--- src/rtl/wb_port_arbiter.sv ---
// Two-requester writeback arbiter for the integer register-file write port.
// Tie policy: fixed priority (INT first) by default; define WB_ARB_RR_EN for round-robin.
module wb_port_arbiter #(
    parameter int unsigned DW         = 32,
    parameter int unsigned AW         = 5,
    parameter int unsigned STARVE_MAX = 4
) (
    input  logic          clk,
    input  logic          reset,
    input  logic          int_valid,
    output logic          int_ready,
    input  logic [AW-1:0] int_addr,
    input  logic [DW-1:0] int_data,
    input  logic          vec_valid,
    output logic          vec_ready,
    input  logic [AW-1:0] vec_addr,
    input  logic [DW-1:0] vec_data,
    output logic          D_en,
    output logic [AW-1:0] D_Addr,
    output logic [DW-1:0] D_Data,
    output logic          from_VEC,
    output logic [3:0]    starve_cnt
);

    localparam int unsigned CW = 4;
    localparam logic [CW-1:0] STARVE_LIM = CW'(STARVE_MAX);

    logic          int_hold_v;
    logic [AW-1:0] int_hold_addr;
    logic [DW-1:0] int_hold_data;
    logic          vec_hold_v;
    logic [AW-1:0] vec_hold_addr;
    logic [DW-1:0] vec_hold_data;

    logic both;
    logic starved;
    logic tie_vec;
    logic int_grant;
    logic vec_grant;
    // Which requester the starvation counter is tracking (1 = VEC).
    logic starve_vec;

`ifdef WB_ARB_RR_EN
    // Requester granted on the last two-way arbitration (1 = VEC).
    logic rr_last;

    always_ff @(posedge clk) begin
        if (reset) begin
            rr_last <= 1'b1;
        end else if (both) begin
            rr_last <= vec_grant;
        end
    end
`endif

    // Grant selection and ready generation.
    always_comb begin
        both    = int_hold_v & vec_hold_v;
        starved = both && (starve_cnt == STARVE_LIM);
`ifdef WB_ARB_RR_EN
        tie_vec = !rr_last;
`else
        tie_vec = 1'b0;
`endif
        if (both) begin
            vec_grant = starved ? starve_vec : tie_vec;
            int_grant = !vec_grant;
        end else begin
            vec_grant = vec_hold_v;
            int_grant = int_hold_v;
        end
        int_ready = !int_hold_v | int_grant;
        vec_ready = !vec_hold_v | vec_grant;
    end

    // Holding-register payloads need no reset; the valid bits qualify them.
    always_ff @(posedge clk) begin
        if (int_valid && int_ready) begin
            int_hold_addr <= int_addr;
            int_hold_data <= int_data;
        end
        if (vec_valid && vec_ready) begin
            vec_hold_addr <= vec_addr;
            vec_hold_data <= vec_data;
        end
    end

    always_ff @(posedge clk) begin
        if (reset) begin
            int_hold_v <= 1'b0;
            vec_hold_v <= 1'b0;
            D_en       <= 1'b0;
            D_Addr     <= '0;
            D_Data     <= '0;
            from_VEC   <= 1'b0;
            starve_cnt <= '0;
            starve_vec <= 1'b1;
        end else begin
            if (int_valid && int_ready) begin
                int_hold_v <= 1'b1;
            end else if (int_grant) begin
                int_hold_v <= 1'b0;
            end
            if (vec_valid && vec_ready) begin
                vec_hold_v <= 1'b1;
            end else if (vec_grant) begin
                vec_hold_v <= 1'b0;
            end

            // Writes to r0 consume the grant but never assert the enable.
            D_en <= 1'b0;
            if (int_grant) begin
                D_en     <= (int_hold_addr != '0);
                D_Addr   <= int_hold_addr;
                D_Data   <= int_hold_data;
                from_VEC <= 1'b0;
            end else if (vec_grant) begin
                D_en     <= (vec_hold_addr != '0);
                D_Addr   <= vec_hold_addr;
                D_Data   <= vec_hold_data;
                from_VEC <= 1'b1;
            end

            // Count consecutive losses of one requester while both are pending.
            if (!both) begin
                starve_cnt <= '0;
            end else if (starve_cnt == '0) begin
                starve_cnt <= CW'(1);
                starve_vec <= int_grant;
            end else if (vec_grant == starve_vec) begin
                starve_cnt <= '0;
            end else if (starve_cnt != STARVE_LIM) begin
                starve_cnt <= starve_cnt + CW'(1);
            end
        end
    end

endmodule

--- config.mk ---
export PLATFORM = sky130hd
export DESIGN_NAME = wb_port_arbiter
export DESIGN_NICKNAME = d
export VERILOG_FILES = /design/src/rtl/wb_port_arbiter.sv
export SDC_FILE = /design/constraint.sdc
export NUM_CORES = 1
export LEC_CHECK = 0
export CORE_AREA = 2 2 152 80
export CTS_BUF_LIST = sky130_fd_sc_hd__clkbuf_8
export CTS_CLUSTER_DIAMETER = 200
export DETAILED_ROUTE_END_ITERATION = 8
export DIE_AREA = 0 0 154 82
export GPL_ROUTABILITY_DRIVEN = 0
export PLACE_DENSITY = 0.89
export SLEW_MARGIN = 20
export SYNTH_ARGS = -nofsm -noshare
export SYNTH_HDL_FRONTEND = slang
export SYNTH_SLANG_ARGS = --single-unit
--- constraint.sdc ---
create_clock -name clk -period 3.42 [get_ports clk]
set_input_delay 0.684 -clock clk [delete_from_list [all_inputs] [get_ports clk]]
set_output_delay 0.684 -clock clk [all_outputs]
set_load 0.005 [all_outputs]
### Yosys cells after proc, flatten, opt, wreduce, memory -nomap -nowiden

Index checks and enable logic that the tools add are counted.

| word-level totals | value |
|---|---|
| register bits after elaboration | 120 |
| input port bits | 78 |

| operators by class | value |
|---|---|
| equality and inequality tests | 3 |
| bitwise operators | 4 |
| add/sub/neg operators | 1 |
| multiplexer cells | 16 |
| reductions and logical operators | 17 |

Operators with widths:

| kind | number |
|---|---|
| $mux W32 | 2 |
| $mux W1 | 12 |
| $mux W5 | 2 |
| $reduce_bool A5 Y1 | 2 |
| $reduce_bool A2 Y1 | 3 |
| $add A4 B1 Y4 const B | 1 |
| $eq A4 B3 Y1 const B | 1 |
| $logic_not A4 Y1 | 1 |
| $ne A4 B3 Y1 const B | 1 |
| $reduce_or A2 Y1 | 2 |
| $reduce_or A4 Y1 | 1 |
| $logic_and A1 B1 Y1 | 3 |
| $logic_not A1 Y1 | 3 |
| $reduce_bool A3 Y1 | 1 |
| $or A1 B1 Y1 | 2 |
| $reduce_and A2 Y1 | 1 |
| $and A1 B1 Y1 | 1 |
| $eq A1 B1 Y1 | 1 |
| $not A1 Y1 | 1 |

### Longest topological paths before layout

| logic depth | value |
|---|---|
| depth in word-level cells | 8 |
| depth in mapped cells | 7 |

### Worst setup path after synthesis

OpenSTA, ideal clock, no wires.

| timing path | value |
|---|---|
| path kind | reg-to-reg |
| start | reg starve_cnt[0] |
| end | reg int_hold_addr[0], enable pin |
| setup time | 0.454 ns |
| data arrival time | 3.056 ns |
| cell stages (with the launch flop) | 7 |
| data required time | 2.966 ns |
| path buffers | 2 |
| setup slack | -0.090 ns |
| cells stage by stage | dfxtp_1 -> inv_1 -> ha_1 -> and4b_1 -> buf_4 -> buf_6 -> a31oi_1 |

| on the way | value |
|---|---|
| longest elaborated chain between the ends | 7 |

Ends and longest elaborated chain:

| item | line | source |
|---|---|---|
| start, declared | 22 | `output logic [3:0] starve_cnt` |
| start signal, assigned | 133 | `starve_cnt <= starve_cnt + CW'(1);` |
| $eq A4 B3 Y1 | 59 | `starved = both && (starve_cnt == STARVE_LIM);` |
| $logic_and A1 B1 Y1 | 59 |  |
| $mux W1 | 66 | `vec_grant = starved ? starve_vec : tie_vec;` |
| $logic_not A1 Y1 | 67 | `int_grant = !vec_grant;` |
| $mux W1 | 65 | `if (both) begin` |
| $or A1 B1 Y1 | 72 | `int_ready = !int_hold_v \| int_grant;` |
| $logic_and A1 B1 Y1 | 78 | `if (int_valid && int_ready) begin` |
| end signal, assigned | 79 | `int_hold_addr <= int_addr;` |
| end, declared | 29 | `logic [AW-1:0] int_hold_addr;` |

Every way passes these cells.
A chain may end at the register's enable or synchronous reset.

### Worst setup path in the final report

| timing path | value |
|---|---|
| start | reg starve_cnt[0] |
| end | out int_ready |

| on the way | value |
|---|---|
| longest elaborated chain between the ends | 6 |

Ends and longest elaborated chain:

| item | line | source |
|---|---|---|
| $eq A4 B3 Y1 | 59 |  |
| $logic_and A1 B1 Y1 | 59 |  |
| $mux W1 | 66 |  |
| $logic_not A1 Y1 | 67 |  |
| $mux W1 | 65 |  |
| $or A1 B1 Y1 | 72 |  |
| end, declared | 11 | `output logic int_ready,` |

Every way passes these cells.

==> run summary <==
Status = finished clean
Routed WL = 14200 um
Hold Path Class = reg -> reg
First-pass iteration count of the detailed router = 5
Type of the worst setup path = reg -> out
Routed wl met2 = 6040 um
Initial Utilization = 0.446
Crit path arrival time = 2.05 ns
Core area = 11400 sq um
Synth area leaders = edfxtp_1, dfxtp_1, mux2_2, nor4_2, nor3_1
Mapped cell area = 5080 sq um
Total grt overflow = 0
Fraction of layout cells with a size suffix above 1 = 0.225
Max-slew headroom = 0.428
Synth unique cells = 35
Clk sink count = 120
Cts repair resizes = 0
Worst Skew = 0.0102 ns
Largest net degree at the start of global routing = 40
Post-DRT Antenna Nets = 0
Final setup violation count = 0
DR vias = 3939
Synth area leader = edfxtp_1
Post-DR wirelength/cell = 21.5 um
DR iter-0 viols = 325
Layout Nets = 579
Synthesis-to-layout area growth = 33.8%
Synth Net Count = 465
First-pass GRT wire length = 21500 um
Final Hold Slack = 0.481 ns
Cells after synthesis = 385
Top cell type's share of synthesized area = 0.437
Wire length on met1 = 6400 um
GRT Resource Usage Total = 0.231
Vias per cell = 5.95
Num ports = 123
Startpoint types = register
Synth Register Bits = 120
Clock Latency Late Sink = 0.44 ns
DR top layer = met4
Initial antenna violation count = 0
Site Rows = 28
Met3 wire len = 1600 um
Final Power = 0.00351 W
Die Footprint = 12600 sq um
Max Freq = 366 MHz
CTS Hold Buffers Added = 0
RSZ-0062 raised after global routing = false
Die X = 154 um
Post-CTS setup buffer count = 0
Yosys warning total = 0
Number of port buffers = 122
Final Instance Area = 6800 sq um
CTS Root Cell = clkbuf_8
Slew @ Worst Pin = 0.859 ns
Worst-path cell chain = inv_1 -> ha_1 -> and4b_2 -> nand3_1 -> clkdlybuf4s50_1
Die height = 82 um
Post-Route Setup TNS = 0 ns
Final period utilization = 0.798
Slowest stage delay, CP = 0.52 ns
Post-layout minimum cycle time = 2.73 ns
CTS buffer count = 17
DRC = 0
Critical Path End Type = output pin
Worst-path clk slew = 0.07 ns
Htree depth = 4
Number of diodes = 0
Max Cap Viol = 0
CTS tree = built
Max clock buf depth = 2
Critical path's slowest cell = clkdlybuf4s50_1
Detailed Place HPWL = 9170 um
CP required = 2.74 ns
Max VDD drop = 0.000206 V
Pleak = 2.27 nW
Post-DP Area = 6390 sq um
Fillers = 853
Register area share after synthesis = 0.618
Syn avg cell area = 13.2 sq um
Final hold violations = 0
Power per cell area = 516 nW/um^2
Worst-path maximum fanout = 5
Vias in the first global route = 3871
Max-slew violations = 0
==> path summary, 6_finish.rpt <==
path | from | to | slack [ns] | depth (start not counted)
setup / recovery | starve_cnt[0] | int_ready | 0.69 | 5
hold / removal | from_VEC | from_VEC | 0.48 | 2
setup reg to reg | starve_cnt[0] | int_hold_addr[0] | 0.99 | 6
hold reg to reg | from_VEC | from_VEC | 0.48 | 2
==> per-stage QoR <==
stage	util	setup slack, ns	cells
floorplan	-	0.0890	385
global placement	0.561	1.11	630
detailed placement	0.561	1.03	630
CTS	0.597	0.687	662
global route	0.597	0.603	662
finish	0.597	0.689	662
==> area by class of cell <==
| cell class | instances | area, sq um | share of cell area |
|---|---|---|---|
| clock buffers | 18 | 248 | 0.0364 |
| inverters | 7 | 26.3 | 0.00386 |
| well taps | 150 | 188 | 0.0276 |
| repair buffers | 131 | 1280 | 0.189 |
| clock inverters | 14 | 165 | 0.0243 |
| multi-input cells | 222 | 1740 | 0.256 |
| flip-flops and latches | 120 | 3150 | 0.463 |
==> state kept, by name, indices dropped and copies added, names as in the netlist, 4 cells and up <==
signal / flops
D_Data: 32
int_hold_data: 32
vec_hold_data: 32
D_Addr: 5
int_hold_addr: 5
vec_hold_addr: 5
starve_cnt: 4
==> synthesized netlist by cell type (all sizes together) <==
library cell	number
a21oi	3
clkbuf	12
edfxtp	74
o22ai	37
xnor2	1
mux2i	1
a211oi	1
o32ai	1
nor4	37
nand2b	2
nand4b	2
nor4bb	1
nand4	1
nor3	75
a31oi	2
ha	2
nor3b	1
inv	7
or4	2
o21bai	1
dfxtp	46
mux2	37
nor2	4
and4b	1
nand3	3
buf	24
o31ai	1
nor2b	1
nand2	2
o21ai	3
==> layout by cell type, fill, tap and decap left out, types with 4 or more instances in the layout <==
cell               n
buf_4              9
bufinv_16          4
clkbuf_8          18
clkdlybuf4s50_1  121
dfxtp_1           44
edfxtp_1          74
inv_1              9
mux2_2            37
nor2_1             4
nor3_1            71
nor3_2             4
nor4_1             6
nor4_2            31
o22ai_1           37
==> report_power, final <==
part           switching (W)  internal [W]
registers          0.0000846       0.00165
logic               0.000173      0.000244
clock network       0.000561      0.000793
==> kinds of logic (layout without fill, tap and decap cells) <==
kind of cell | Yosys count | in the layout | share of synthesized area
simple gates | 132 | 132 | 0.186
compound gates | 49 | 49 | 0.0601
flops | 120 | 120 | 0.618
fa+ha+maj | 2 | 2 | 0.00492
mux | 38 | 38 | 0.0839
buf+inv | 43 | 170 | 0.0453
xor+xnor | 1 | 1 | 0.00172
==> worst max-delay path, delay by kind of cell (launching register included) <==
family,cells,cell delay (ns)
DFF,1,0.40
adders and majority gates,1,0.26
and+or+nand+nor,2,0.36
buffers and inverters,2,0.60
==> per-layer routing <==
layer	vias up	GRT usage
li1	1734	-
met1	1925	0.326
met2	255	0.335
met3	25	0.0728
met4	0	0.0804
met5	-	0
(Power assumes the default switching activity.)
